==> config.mk <==
export PLATFORM = sky130hd
export DESIGN_NAME = multicycle_main_fsm_flat
export DESIGN_NICKNAME = d
export VERILOG_FILES = /design/src/rtl/multicycle_main_fsm_pkg.sv /design/src/rtl/multicycle_main_fsm_if.sv /design/src/rtl/multicycle_main_fsm_out_decode.sv /design/src/rtl/multicycle_main_fsm.sv /design/src/flat_wrapper.sv
export SDC_FILE = /design/constraint.sdc
export NUM_CORES = 1
export LEC_CHECK = 0
export CAP_MARGIN = 20
export CORE_ASPECT_RATIO = 1.1
export CORE_MARGIN = 2
export CORE_UTILIZATION = 32
export DETAILED_ROUTE_END_ITERATION = 8
export GPL_ROUTABILITY_DRIVEN = 0
export HOLD_SLACK_MARGIN = 0.15
export PLACE_DENSITY = 0.84
export SLEW_MARGIN = 15
export SYNTH_ARGS = -nofsm -noshare
export SYNTH_HDL_FRONTEND = slang
export SYNTH_SLANG_ARGS = --single-unit
==> constraint.sdc <==
create_clock -name clk -period 1.7 [get_ports clk]
set_input_delay 0.34 -clock clk [delete_from_list [all_inputs] [get_ports clk]]
set_output_delay 0.34 -clock clk [all_outputs]
set_load 0.05 [all_outputs]
==> src/rtl/multicycle_main_fsm_pkg.sv <==
// multicycle_main_fsm_pkg: state encodings, opcodes, datapath select codes and the control word
package multicycle_main_fsm_pkg;
   typedef enum logic [3:0] {
      S_FETCH  = 4'd0,
      S_DECODE = 4'd1,
      S_MEMADR = 4'd2,
      S_MEMRD  = 4'd3,
      S_MEMWB  = 4'd4,
      S_MEMWR  = 4'd5,
      S_EXEC   = 4'd6,
      S_RWB    = 4'd7,
      S_BRANCH = 4'd8,
      S_JUMP   = 4'd9
   } state_e;
   localparam logic [5:0] OP_RTYPE = 6'h00;
   localparam logic [5:0] OP_LW    = 6'h23;
   localparam logic [5:0] OP_SW    = 6'h2B;
   localparam logic [5:0] OP_BEQ   = 6'h04;
   localparam logic [5:0] OP_J     = 6'h02;
   localparam logic [1:0] ALUOP_ADD   = 2'b00;
   localparam logic [1:0] ALUOP_SUB   = 2'b01;
   localparam logic [1:0] ALUOP_FUNCT = 2'b10;
   localparam logic [1:0] SRCB_B    = 2'b00;
   localparam logic [1:0] SRCB_4    = 2'b01;
   localparam logic [1:0] SRCB_IMM  = 2'b10;
   localparam logic [1:0] SRCB_IMM2 = 2'b11;
   localparam logic [1:0] PCSRC_ALU    = 2'b00;
   localparam logic [1:0] PCSRC_ALUOUT = 2'b01;
   localparam logic [1:0] PCSRC_JUMP   = 2'b10;
   typedef struct packed {
      logic       pc_write;
      logic       pc_write_cond;
      logic [1:0] pc_source;
      logic       iord;
      logic       mem_read;
      logic       mem_write;
      logic       ir_write;
      logic       mem_to_reg;
      logic       reg_dst;
      logic       reg_write;
      logic       alu_src_a;
      logic [1:0] alu_src_b;
      logic [1:0] alu_op;
      logic       instr_done;
      logic       illegal_op;
   } ctrl_t;
   function automatic logic is_legal_op(input logic [5:0] op);
      return op inside {OP_RTYPE, OP_LW, OP_SW, OP_BEQ, OP_J};
   endfunction
endpackage

==> src/rtl/multicycle_main_fsm_if.sv <==
// multicycle_main_fsm_if: opcode/handshake inputs and datapath control outputs of the main FSM
interface multicycle_main_fsm_if;
   logic [5:0] op;
   logic       mem_ready;
   logic       PCWrite;
   logic       PCWriteCond;
   logic [1:0] PCSource;
   logic       IorD;
   logic       MemRead;
   logic       MemWrite;
   logic       IRWrite;
   logic       MemtoReg;
   logic       RegDst;
   logic       RegWrite;
   logic       ALUSrcA;
   logic [1:0] ALUSrcB;
   logic [1:0] ALUOp;
   logic       instr_done;
   logic       illegal_op;
   logic [3:0] state;
   modport master (
      input  op, mem_ready,
      output PCWrite, PCWriteCond, PCSource, IorD, MemRead, MemWrite, IRWrite,
             MemtoReg, RegDst, RegWrite, ALUSrcA, ALUSrcB, ALUOp, instr_done, illegal_op, state
   );
   modport slave (
      output op, mem_ready,
      input  PCWrite, PCWriteCond, PCSource, IorD, MemRead, MemWrite, IRWrite,
             MemtoReg, RegDst, RegWrite, ALUSrcA, ALUSrcB, ALUOp, instr_done, illegal_op, state
   );
endinterface

==> src/rtl/multicycle_main_fsm_out_decode.sv <==
// multicycle_main_fsm_out_decode: Moore control word per state, gated by mem_ready in memory states
module multicycle_main_fsm_out_decode
   import multicycle_main_fsm_pkg::*;
(
   input  state_e     state_i,
   input  logic [5:0] op_i,
   input  logic       mem_ready_i,
   output ctrl_t      ctrl_o
);
   always_comb begin
      ctrl_o = '0;
      case (state_i)
         S_FETCH: begin
            ctrl_o.mem_read  = 1'b1;
            ctrl_o.alu_src_b = SRCB_4;
            ctrl_o.ir_write  = mem_ready_i;
            ctrl_o.pc_write  = mem_ready_i;
         end
         S_DECODE: begin
            ctrl_o.alu_src_b  = SRCB_IMM2;
            ctrl_o.illegal_op = !is_legal_op(op_i);
            ctrl_o.instr_done = !is_legal_op(op_i);
         end
         S_MEMADR: begin
            ctrl_o.alu_src_a = 1'b1;
            ctrl_o.alu_src_b = SRCB_IMM;
         end
         S_MEMRD: begin
            ctrl_o.mem_read = 1'b1;
            ctrl_o.iord     = 1'b1;
         end
         S_MEMWB: begin
            ctrl_o.reg_write  = 1'b1;
            ctrl_o.mem_to_reg = 1'b1;
            ctrl_o.instr_done = 1'b1;
         end
         S_MEMWR: begin
            ctrl_o.mem_write  = 1'b1;
            ctrl_o.iord       = 1'b1;
            ctrl_o.instr_done = mem_ready_i;
         end
         S_EXEC: begin
            ctrl_o.alu_src_a = 1'b1;
            ctrl_o.alu_op    = ALUOP_FUNCT;
         end
         S_RWB: begin
            ctrl_o.reg_write  = 1'b1;
            ctrl_o.reg_dst    = 1'b1;
            ctrl_o.instr_done = 1'b1;
         end
         S_BRANCH: begin
            ctrl_o.alu_src_a     = 1'b1;
            ctrl_o.alu_op        = ALUOP_SUB;
            ctrl_o.pc_write_cond = 1'b1;
            ctrl_o.pc_source     = PCSRC_ALUOUT;
            ctrl_o.instr_done    = 1'b1;
         end
         S_JUMP: begin
            ctrl_o.pc_write   = 1'b1;
            ctrl_o.pc_source  = PCSRC_JUMP;
            ctrl_o.instr_done = 1'b1;
         end
         // unreachable encodings: FETCH selects, no enables
         default: ctrl_o.alu_src_b = SRCB_4;
      endcase
   end
endmodule

==> src/rtl/multicycle_main_fsm.sv <==
// multicycle_main_fsm: main sequencing FSM of the multicycle MIPS datapath
module multicycle_main_fsm
   import multicycle_main_fsm_pkg::*;
(
   input  logic                  clk,
   input  logic                  rst_n,
   multicycle_main_fsm_if.master ctl_if
);
   state_e state_q, state_d;
   ctrl_t  ctrl_raw, ctrl;
   always_ff @(posedge clk or negedge rst_n)
      if (!rst_n) state_q <= S_FETCH;
      else state_q <= state_d;
   always_comb begin
      state_d = S_FETCH;
      case (state_q)
         S_FETCH:  state_d = ctl_if.mem_ready ? S_DECODE : S_FETCH;
         S_DECODE: state_d = ctl_if.op inside {OP_LW, OP_SW} ? S_MEMADR :
                             ctl_if.op == OP_RTYPE ? S_EXEC :
                             ctl_if.op == OP_BEQ ? S_BRANCH :
                             ctl_if.op == OP_J ? S_JUMP : S_FETCH;
         S_MEMADR: state_d = ctl_if.op == OP_LW ? S_MEMRD : S_MEMWR;
         S_MEMRD:  state_d = ctl_if.mem_ready ? S_MEMWB : S_MEMRD;
         S_MEMWR:  state_d = ctl_if.mem_ready ? S_FETCH : S_MEMWR;
         S_EXEC:   state_d = S_RWB;
         default:  state_d = S_FETCH;
      endcase
   end
   multicycle_main_fsm_out_decode u_dec (
      .state_i     (state_q),
      .op_i        (ctl_if.op),
      .mem_ready_i (ctl_if.mem_ready),
      .ctrl_o      (ctrl_raw)
   );
   // outputs are forced quiet while reset is held, not just after the state clears
   assign ctrl                = rst_n ? ctrl_raw : '0;
   assign ctl_if.PCWrite      = ctrl.pc_write;
   assign ctl_if.PCWriteCond  = ctrl.pc_write_cond;
   assign ctl_if.PCSource     = ctrl.pc_source;
   assign ctl_if.IorD         = ctrl.iord;
   assign ctl_if.MemRead      = ctrl.mem_read;
   assign ctl_if.MemWrite     = ctrl.mem_write;
   assign ctl_if.IRWrite      = ctrl.ir_write;
   assign ctl_if.MemtoReg     = ctrl.mem_to_reg;
   assign ctl_if.RegDst       = ctrl.reg_dst;
   assign ctl_if.RegWrite     = ctrl.reg_write;
   assign ctl_if.ALUSrcA      = ctrl.alu_src_a;
   assign ctl_if.ALUSrcB      = ctrl.alu_src_b;
   assign ctl_if.ALUOp        = ctrl.alu_op;
   assign ctl_if.instr_done   = ctrl.instr_done;
   assign ctl_if.illegal_op   = ctrl.illegal_op;
   assign ctl_if.state        = state_q;
endmodule

==> src/flat_wrapper.sv <==
// flat-port wrapper written by rule: the top's interface ports become plain ports
module multicycle_main_fsm_flat import multicycle_main_fsm_pkg::*;
  (clk, rst_n, ctl_if_op, ctl_if_mem_ready, ctl_if_PCWrite, ctl_if_PCWriteCond, ctl_if_PCSource, ctl_if_IorD, ctl_if_MemRead, ctl_if_MemWrite, ctl_if_IRWrite, ctl_if_MemtoReg, ctl_if_RegDst, ctl_if_RegWrite, ctl_if_ALUSrcA, ctl_if_ALUSrcB, ctl_if_ALUOp, ctl_if_instr_done, ctl_if_illegal_op, ctl_if_state);
  multicycle_main_fsm_if ctl_if_i ();
  input  logic clk;
  input  logic rst_n;
  input wire logic [$bits(ctl_if_i.op)-1:0] ctl_if_op;
  input wire logic [$bits(ctl_if_i.mem_ready)-1:0] ctl_if_mem_ready;
  output wire logic [$bits(ctl_if_i.PCWrite)-1:0] ctl_if_PCWrite;
  output wire logic [$bits(ctl_if_i.PCWriteCond)-1:0] ctl_if_PCWriteCond;
  output wire logic [$bits(ctl_if_i.PCSource)-1:0] ctl_if_PCSource;
  output wire logic [$bits(ctl_if_i.IorD)-1:0] ctl_if_IorD;
  output wire logic [$bits(ctl_if_i.MemRead)-1:0] ctl_if_MemRead;
  output wire logic [$bits(ctl_if_i.MemWrite)-1:0] ctl_if_MemWrite;
  output wire logic [$bits(ctl_if_i.IRWrite)-1:0] ctl_if_IRWrite;
  output wire logic [$bits(ctl_if_i.MemtoReg)-1:0] ctl_if_MemtoReg;
  output wire logic [$bits(ctl_if_i.RegDst)-1:0] ctl_if_RegDst;
  output wire logic [$bits(ctl_if_i.RegWrite)-1:0] ctl_if_RegWrite;
  output wire logic [$bits(ctl_if_i.ALUSrcA)-1:0] ctl_if_ALUSrcA;
  output wire logic [$bits(ctl_if_i.ALUSrcB)-1:0] ctl_if_ALUSrcB;
  output wire logic [$bits(ctl_if_i.ALUOp)-1:0] ctl_if_ALUOp;
  output wire logic [$bits(ctl_if_i.instr_done)-1:0] ctl_if_instr_done;
  output wire logic [$bits(ctl_if_i.illegal_op)-1:0] ctl_if_illegal_op;
  output wire logic [$bits(ctl_if_i.state)-1:0] ctl_if_state;
  assign ctl_if_i.op = ctl_if_op;
  assign ctl_if_i.mem_ready = ctl_if_mem_ready;
  assign ctl_if_PCWrite = ctl_if_i.PCWrite;
  assign ctl_if_PCWriteCond = ctl_if_i.PCWriteCond;
  assign ctl_if_PCSource = ctl_if_i.PCSource;
  assign ctl_if_IorD = ctl_if_i.IorD;
  assign ctl_if_MemRead = ctl_if_i.MemRead;
  assign ctl_if_MemWrite = ctl_if_i.MemWrite;
  assign ctl_if_IRWrite = ctl_if_i.IRWrite;
  assign ctl_if_MemtoReg = ctl_if_i.MemtoReg;
  assign ctl_if_RegDst = ctl_if_i.RegDst;
  assign ctl_if_RegWrite = ctl_if_i.RegWrite;
  assign ctl_if_ALUSrcA = ctl_if_i.ALUSrcA;
  assign ctl_if_ALUSrcB = ctl_if_i.ALUSrcB;
  assign ctl_if_ALUOp = ctl_if_i.ALUOp;
  assign ctl_if_instr_done = ctl_if_i.instr_done;
  assign ctl_if_illegal_op = ctl_if_i.illegal_op;
  assign ctl_if_state = ctl_if_i.state;
  multicycle_main_fsm u_core (.clk(clk), .rst_n(rst_n), .ctl_if(ctl_if_i));
endmodule
==> results of run 1 <==
[cells in the mapped netlist (2+ instances only)]
cell type / n
a21oi_1: 3
buf_2: 2
dfrtp_1: 4
inv_1: 3
nand2_1: 7
nand2b_1: 3
nor2_1: 13
nor3_1: 5
nor4_1: 3
o21a_1: 2
o21ai_0: 4
o22ai_1: 2
or4_1: 2
xnor2_1: 2
[stage by stage]
| step | area (µm²) | utilization, % | hold slack (ns) |
|---|---|---|---|
| 3_5_place_dp | 1350 | 94.8 | 0.662 |
| 3_3_place_gp | 1350 | 94.8 | 0.634 |
| 2_1_floorplan | 666 | - | 0.0444 |
[cells by family after synthesis]
logic type | after synthesis | share of synthesized area [%]
flip-flops | 4 | 20.2
multiplexers | 1 | 2.27
AND/OR/NAND/NOR | 43 | 46.6
AO/OA/AOI/OAI | 15 | 19.1
XOR/XNOR | 3 | 5.29
buffers and inverters | 7 | 6.55
==> Flow_metrics.wiki, run 1 <==
{| class="wikitable"
! Metric !! Value
|-
| Result of the run || aborted with a tool error
|-
| Halt point of the flow || clock tree synthesis
|-
| First error message || [ERROR DPL-0038] Utilization greater than 100%, impossible to legalize
|-
| CTS sink count || 4
|-
| Quantity of hold-fixing buffers added after cts || 0
|-
| Proportion of synthesized flip-flops having asynchronous set or reset || 100%
|-
| Maximum buffer depth of the clock tree || 2
|-
| Net count after synthesis || 82
|-
| Commonest register cell after synthesis || dfrtp_1
|-
| Die Span Y || roughly 45 µm
|-
| Number of synthesized flops with an enable pin || 0
|-
| TritonCTS Buffers || 3
|-
| Post-DP HPWL || between 2 and 2.5 mm
|-
| CTS root buffer || clkbuf_4
|-
| Row Count || 14
|-
| Horizontal die dimension || between 40 and 50 µm
|-
| Fraction of the yosys area taken by sequential cells || slightly above 20%
|-
| Number of synthesis warnings || 0
|-
| Count of port buffers added during placement || 30
|-
| Top cells by area, synth || dfrtp_1 20%, nor2_1 9.8%, nand2_1 5.3%, nor3_1 5.0%, o21ai_0 4.0%
|-
| Syn avg cell area || between 6 and 7 µm²
|-
| Placed Cells incl. Taps || approximately 140
|-
| Summed instance area of the synthesized netlist || between 400 and 500 µm²
|-
| Seq cells post-synth || 4
|-
| Area share of the leading cell type in the synthesized netlist || between 20% and 30%
|-
| Top cell type by total area after synthesis || dfrtp_1
|-
| Maximum level of the CTS H-tree || 1
|-
| Starting Density || between 30% and 40%
|-
| Number of gates resized after CTS || 66
|-
| Post-CTS setup buffers || 10
|-
| I/O Pins || 31
|-
| Gate count of the mapped netlist || 73
|-
| DP Worst Slack || -0.699 ns
|-
| Netlist cell types || 32
|}
==> inputs of run 2 (changes only) <==
Settings changed: CORE_AREA from default to 2 2 63 65, CORE_ASPECT_RATIO 1.1 to default, CORE_MARGIN 2 to default, CORE_UTILIZATION 32 to default, DIE_AREA from default to 0 0 65 67, HOLD_SLACK_MARGIN 0.15 to default, PLACE_DENSITY 0.84 to default, PLACE_DENSITY_LB_ADDON from default to 0.15.
Clock period 1.7 ns to 2.2 ns, I/O delays scaled along.
==> Flow_metrics.wiki, run 2 <==
{| class="wikitable"
! Metric !! Value
|-
| Result of the run || finished with violations
|-
| Actual transition at the worst max-transition pin || between 0.4 and 0.5 ns
|-
| Gate count of the mapped netlist || 73 (unchanged)
|-
| First drt pass iteration count || 4
|-
| RSZ-0062 raised after global routing || yes
|-
| Combined flip-flop and latch cell area || around 110 µm²
|-
| Highest achievable clock rate || roughly 450 MHz
|-
| Most used cell, CP || buf_6
|-
| TritonCTS clock tree || yes
|-
| Post-DP HPWL || 1.67 mm (-28%)
|-
| Final period demand of the worst path || around 2.2 ns
|-
| Last element of the critical path || ctl_if_instr_done
|-
| Share of post-route cells with drive strength above 1 || 62.3%
|-
| Crit Reg-Reg Endpoint || u_core.ctl_if.state[2]
|-
| Worst Path Max Fanout || 2
|-
| Finished layout cell area || 1370 µm²
|-
| Worst slew margin relative to its limit || between 60 and 70%
|-
| Proportion of synthesized flip-flops having asynchronous set or reset || 100% (unchanged)
|-
| Number of synthesis warnings || 0 (unchanged)
|-
| Hold violation count in the final report || 0
|-
| DP Worst Slack || -0.388 ns (+0.311 ns)
|-
| Commonest register cell after synthesis || dfrtp_1
|-
| Summed instance area of the synthesized netlist || 497 µm² (unchanged)
|-
| Count of port buffers added during placement || 30 (unchanged)
|-
| Maximum number of pins on one net before global-route repair || 16
|-
| Number of DRC violations after detailed routing || 0
|-
| Logic depth of the worst register-to-register path || 4
|-
| Final routed wirelength across all metal layers || 2.08 mm
|-
| Horizontal die dimension || 65 µm (+56%)
|-
| Maximum level of the CTS H-tree || 1 (unchanged)
|-
| Setup crit start || ctl_if_op[3]
|-
| Origin of the critical flop-to-flop path || u_core.ctl_if.state[3]
|-
| Data arrival at the endpoint of the critical path || ~1.8 ns
|-
| Count of routing violations after the opening detailed-route iteration || 19
|-
| Via-to-Cell Ratio || between 4 and 5
|-
| Overall power || 0.513 mW
|-
| Vias in the first global route || approximately 770
|-
| Antenna Diode Count || 0
|-
| Count leader, synth || nor2_1
|-
| CTS sink count || 4 (unchanged)
|-
| Post-route clock period utilization || 101%
|-
| Row Count || 22 (+8)
|-
| Post-DP Area || 1250 µm² (-7.3%)
|-
| I/O Pins || 31 (unchanged)
|-
| Clock latency at the later pin of the worst-skew pair || roughly 0.22 ns
|-
| Final critical-path setup slack || -0.0156 ns
|-
| Violations in the final reports || negative setup slack
|-
| Leakage || around 0.53 nW
|-
| Initial antenna violation count || 0
|-
| Final net count || 140
|-
| Most used cells in the layout excluding fill and tap cells || 28 x buf_4, 15 x buf_12, 7 x nor2_1
|-
| Required time worst endpoint || between 1.5 and 2 ns
|-
| Max reg flops || 4
|-
| WP buf/inv || 2
|-
| Net count after synthesis || 82 (unchanged)
|-
| Global route total overflow || 0
|-
| Netlist cell types || 32 (unchanged)
|-
| Endpoints failing setup || 1
|-
| Worst path top cell family by delay || simple AND/OR/NAND/NOR gates
|-
| Area of the die || 4360 µm²
|-
| Maximum buffer depth of the clock tree || 2 (unchanged)
|-
| Power density over cell area || 375 nW/µm²
|-
| TritonCTS Buffers || 3 (unchanged)
|-
| Floorplan core area || approximately 3600 µm²
|-
| Startpoint kind of the worst setup timing path || input port
|-
| Die Span Y || 67 µm (+48%)
|-
| Syn avg cell area || 6.80 µm² (unchanged)
|-
| Hold crit path type || input port to async pin
|-
| Most instantiated cells after synthesis || 13 x nor2_1, 7 x nand2_1, 5 x nor3_1, 4 x dfrtp_1, 4 x o21ai_0
|-
| Setup Crit Path Kind || input port to output pin
|-
| Number of synthesized flops with an enable pin || 0 (unchanged)
|-
| Most common cell after layout, fill and taps aside || buf_4
|-
| Critical Path, Cell by Cell || buf_6, or4_4, a211o_1, nand3_4, a31oi_4, buf_6
|-
| Seq cells post-synth || 4 (unchanged)
|-
| Core utilization of the finished layout || between 30% and 40%
|-
| Area share of the leading cell type in the synthesized netlist || 20.2% (unchanged)
|-
| CTS root buffer || clkbuf_8
|-
| Worst-case clock skew || ~0.0015 ns
|-
| Count of antenna-violating nets left after detailed routing || 0
|-
| Crit path max-delay cell type || or4_4
|-
| Slack of the worst reg-to-reg path || approximately 0.47 ns
|-
| Setup Total Neg Slack || -0.0156 ns
|-
| Crit-path max cell delay || ~0.51 ns
|-
| Multi-input gate area || 499 µm²
|-
| Top cell type by total area after synthesis || dfrtp_1
|-
| Area Overhead vs Synth || 176%
|-
| # Max-Cap Violations || 0
|-
| Wire length of the first global-routing pass || ~3.5 mm
|-
| Top cells by area, synth || dfrtp_1 20%, nor2_1 9.8%, nand2_1 5.3%, nor3_1 5.0%, o21ai_0 4.0%
|-
| Average routed wire per standard cell || 11.7 µm
|-
| Fraction of the yosys area taken by sequential cells || 20.2% (unchanged)
|-
| Clock transition at path regs || about 0.030 ns
|-
| Sort of element at the end of the critical path || output pin
|-
| Path length in cells of the critical path || 6
|-
| Number of pins with negative max-slew slack in the final report || 0
|-
| Via count || approximately 750
|-
| Number of filler cells placed in the layout || about 390
|-
| IR Drop Worst-Case VDD || 0.141 mV
|-
| Starting Density || 13.8% (-21 points)
|-
| Overall global routing resource usage || between 10% and 20%
|}
==> run 2: final cells by class <==
class / count / share of cell area, %
repair buffers: 57 / 47.1
flip-flops and latches: 4 / 7.68
inverters: 3 / 1.10
multi-input cells: 62 / 36.5
clock buffers: 4 / 3.29
well taps: 48 / 4.39
==> run 2: what timing repair did <==
item / CTS / global route
hold buffers: 0 / 0
resized for setup: 21 / 13
endpoints found under the hold margin: 0 / 0
setup endpoints to repair: 4 / 11
buffers inserted: 0 / 1
pin swaps: 4 / 4
==> run 2: metal layers <==
| layer | vias up | part of all wire (%) | global-route usage (%) |
|---|---|---|---|
| met3 | 5 | 5.7 | 1.18 |
| met5 | - | 0 | 0 |
| met1 | 336 | 40 | 12.2 |
| met4 | 0 | 2.8 | 7.98 |
| li1 | 381 | - | - |
| met2 | 26 | 51 | 18.0 |
==> run 2: kinds of logic (layout without fill, tap and decap cells) <==
family	Yosys count	count (layout)	synth area share (%)
and+or+nand+nor	43	43	46.6
AOI/OAI and AO/OA	15	15	19.1
buffers and inverters	7	64	6.55
DFF	4	4	20.2
xor gates and xnor gates	3	3	5.29
muxes	1	1	2.27
==> run 2: worst min path at each step <==
stage	from	end	depth (start not counted)
after CTS	rst_n	u_core.ctl_if.state[3]	2
final	rst_n	u_core.ctl_if.state[3]	2
after detailed placement	u_core.ctl_if.state[3]	u_core.ctl_if.state[0]	1
after global routing	rst_n	u_core.ctl_if.state[3]	2
after global placement	u_core.ctl_if.state[3]	u_core.ctl_if.state[0]	1
after floorplan	rst_n	u_core.ctl_if.state[0]	0
==> run 2: report_power, final <==
group | internal, mW | total, mW | switching [mW]
clock network | 0.124 | 0.169 | 0.0446
registers | 0.0782 | 0.0847 | 0.00644
logic | 0.114 | 0.260 | 0.145
==> run 2: through the flow <==
step | hold WS (ns) | cells
floorplan | 0.144 | 73
CTS | 0.558 | 177
detailed placement | 0.723 | 173
finish | 0.553 | 178
global route | 0.575 | 178
global placement | 0.719 | 173
(Power assumes the default switching activity.)
==> inputs of run 3 (changes only) <==
Clock period 2.2 ns to 1.79 ns, I/O delays scaled along.
==> Flow_metrics.wiki, run 3 (synthesized netlist as in run 2, its figures left out) <==
{| class="wikitable"
! Metric !! Value
|-
| Global route total overflow || 0 (unchanged)
|-
| Floorplan core area || 3610 µm² (unchanged)
|-
| Clock transition at path regs || 0.03 ns (about the same)
|-
| Combined flip-flop and latch cell area || 108 µm² (+2.4%)
|-
| RSZ-0062 raised after global routing || yes
|-
| # Max-Cap Violations || 0 (unchanged)
|-
| I/O Pins || 31 (unchanged)
|-
| IR Drop Worst-Case VDD || 0.230 mV (+63%)
|-
| Sort of element at the end of the critical path || output pin
|-
| Multi-input gate area || 646 µm² (+29%)
|-
| Max reg flops || 4 (unchanged)
|-
| Finished layout cell area || 1700 µm² (+24%)
|-
| Via count || 819 (+9.5%)
|-
| Row Count || 22 (unchanged)
|-
| Result of the run || finished with violations
|-
| Maximum number of pins on one net before global-route repair || 9 (-7)
|-
| Post-route clock period utilization || 111%
|-
| Starting Density || 13.8% (unchanged)
|-
| Highest achievable clock rate || just over 500 MHz
|-
| CTS root buffer || clkbuf_8
|-
| Area Overhead vs Synth || 242%
|-
| Horizontal die dimension || 65 µm (unchanged)
|-
| Worst slew margin relative to its limit || 82.5% (+15 points)
|-
| Count of routing violations after the opening detailed-route iteration || 16 (-3)
|-
| First drt pass iteration count || 4 (unchanged)
|-
| Actual transition at the worst max-transition pin || 0.261 ns (-0.230 ns)
|-
| Worst hold slack across all endpoints || 0.210 ns (-0.343 ns)
|-
| TritonCTS Buffers || 3 (unchanged)
|-
| Final routed wirelength across all metal layers || 2.20 mm (+5.7%)
|-
| Count of port buffers added during placement || 30 (unchanged)
|-
| Die Span Y || 67 µm (unchanged)
|-
| Hold violation count in the final report || 0 (unchanged)
|-
| TritonCTS clock tree || yes
|-
| Post-DP Area || 1380 µm² (+10%)
|-
| Number of filler cells placed in the layout || 344 (-13%)
|-
| Worst Path Max Fanout || 2 (unchanged)
|-
| Post-DP HPWL || 1.66 mm (-0.75%)
|-
| Number of DRC violations after detailed routing || 0 (unchanged)
|-
| Worst-case clock skew || 0.00144 ns (-0.0000940 ns)
|-
| Overall power || 0.710 mW (+38%)
|-
| Most used cells in the layout excluding fill and tap cells || 28 x buf_4, 18 x buf_12, 14 x buf_6
|-
| Via-to-Cell Ratio || 4.33 (+3.1%)
|-
| CTS sink count || 4 (unchanged)
|-
| Final net count || 152 (+8.6%)
|-
| Initial antenna violation count || 0 (unchanged)
|-
| Average routed wire per standard cell || 11.6 µm (-0.43%)
|-
| Hold crit path type || input port to async pin
|-
| Startpoint kind of the worst setup timing path || input port
|-
| Setup Total Neg Slack || -0.843 ns (-0.827 ns)
|-
| Required time worst endpoint || 1.43 ns (-0.33 ns)
|-
| Quantity of hold-fixing buffers added after cts || 0 (unchanged)
|-
| Maximum buffer depth of the clock tree || 2 (unchanged)
|-
| Number of pins with negative max-slew slack in the final report || 0 (unchanged)
|-
| Final period demand of the worst path || roughly 2.0 ns
|-
| Overall global routing resource usage || 10.8% (+0.16 points)
|-
| Data arrival at the endpoint of the critical path || 1.62 ns (-0.16 ns)
|-
| Endpoints failing setup || 13 (+12)
|-
| Area of the die || 4360 µm² (unchanged)
|-
| Maximum level of the CTS H-tree || 1 (unchanged)
|-
| Final critical-path setup slack || -0.193 ns (-0.177 ns)
|-
| Violations in the final reports || negative setup slack
|-
| Vias in the first global route || 861 (+12%)
|-
| Leakage || 0.673 nW (+28%)
|-
| Setup Crit Path Kind || input port to output pin
|-
| Antenna Diode Count || 0 (unchanged)
|-
| Wire length of the first global-routing pass || 3.74 mm (+6.9%)
|-
| Count of antenna-violating nets left after detailed routing || 0 (unchanged)
|-
| Clock latency at the later pin of the worst-skew pair || 0.22 ns (about the same)
|-
| Power density over cell area || 418 nW/µm² (+12%)
|-
| Most common cell after layout, fill and taps aside || buf_4
|-
| Share of post-route cells with drive strength above 1 || 78.0% (+16 points)
|}
[run 3: changes by cell type in the layout (fill, tap and decap cells not counted), sizes merged]
cell and change:
buf +15, clkbuf -1, clkdlybuf4s50 -5, dlygate4sd2 +1
dlymetal6s2s +1
[run 3: layer usage]
layer	vias up	routed length, µm	global-route usage, %
met5	-	0	0
met4	0	31	5.05
met3	4	94	1.01
met2	28	1220	20.2
met1	385	851	12.2
li1	402	-	-
[run 3: power by group]
group | internal, mW | switching [mW] | total (mW)
clock | 0.144 | 0.0502 | 0.194
sequential | 0.0965 | 0.00798 | 0.105
combinational | 0.200 | 0.212 | 0.412
total | 0.440 | 0.270 | 0.710
[run 3: area by class of cell]
cell class              count  area share, %
multi-input cells          62           38.0
inverters                   3          0.884
repair buffers             69           48.8
well taps                  48           3.54
flip-flops and latches      4           6.34
clock buffers               3           2.43
[run 3: worst paths after layout]
| check | startpoint | end | slack [ns] | depth (start not counted) |
|---|---|---|---|---|
| worst max register to register | u_core.ctl_if.state[2] | u_core.ctl_if.state[2] | 0.12 | 5 |
| worst min-delay path | rst_n | u_core.ctl_if.state[2] | 0.21 | 2 |
| worst min register to register | u_core.ctl_if.state[3] | u_core.ctl_if.state[0] | 0.72 | 2 |
| worst max-delay path | ctl_if_op[5] | ctl_if_instr_done | -0.19 | 6 |
| max in group asynchronous | rst_n | u_core.ctl_if.state[2] | 1.45 | 2 |
| min in group clk | ctl_if_op[2] | u_core.ctl_if.state[0] | 0.64 | 4 |
[run 3: what timing repair did]
action	in CTS	in global routing
pin swaps	12	6
resized for setup	55	13
buffers inserted	11	0
endpoints found under the setup margin	21	17
[run 3: per-stage QoR]
step / util, % / setup slack [ns] / instances
after floorplan: - / -0.322 / 73
after global placement: 38.2 / -0.615 / 176
after detailed placement: 38.2 / -0.621 / 176
after CTS: 45.7 / -0.196 / 190
after global routing: 47.1 / -0.230 / 189
final: 47.1 / -0.193 / 189
[run 3: critical path, cell delays in order]
cell and delay [ns]:
buf_6 0.09, or4_1 0.50, a211o_1 0.32, nand3_4 0.10
a31oi_4 0.08, buf_6 0.16
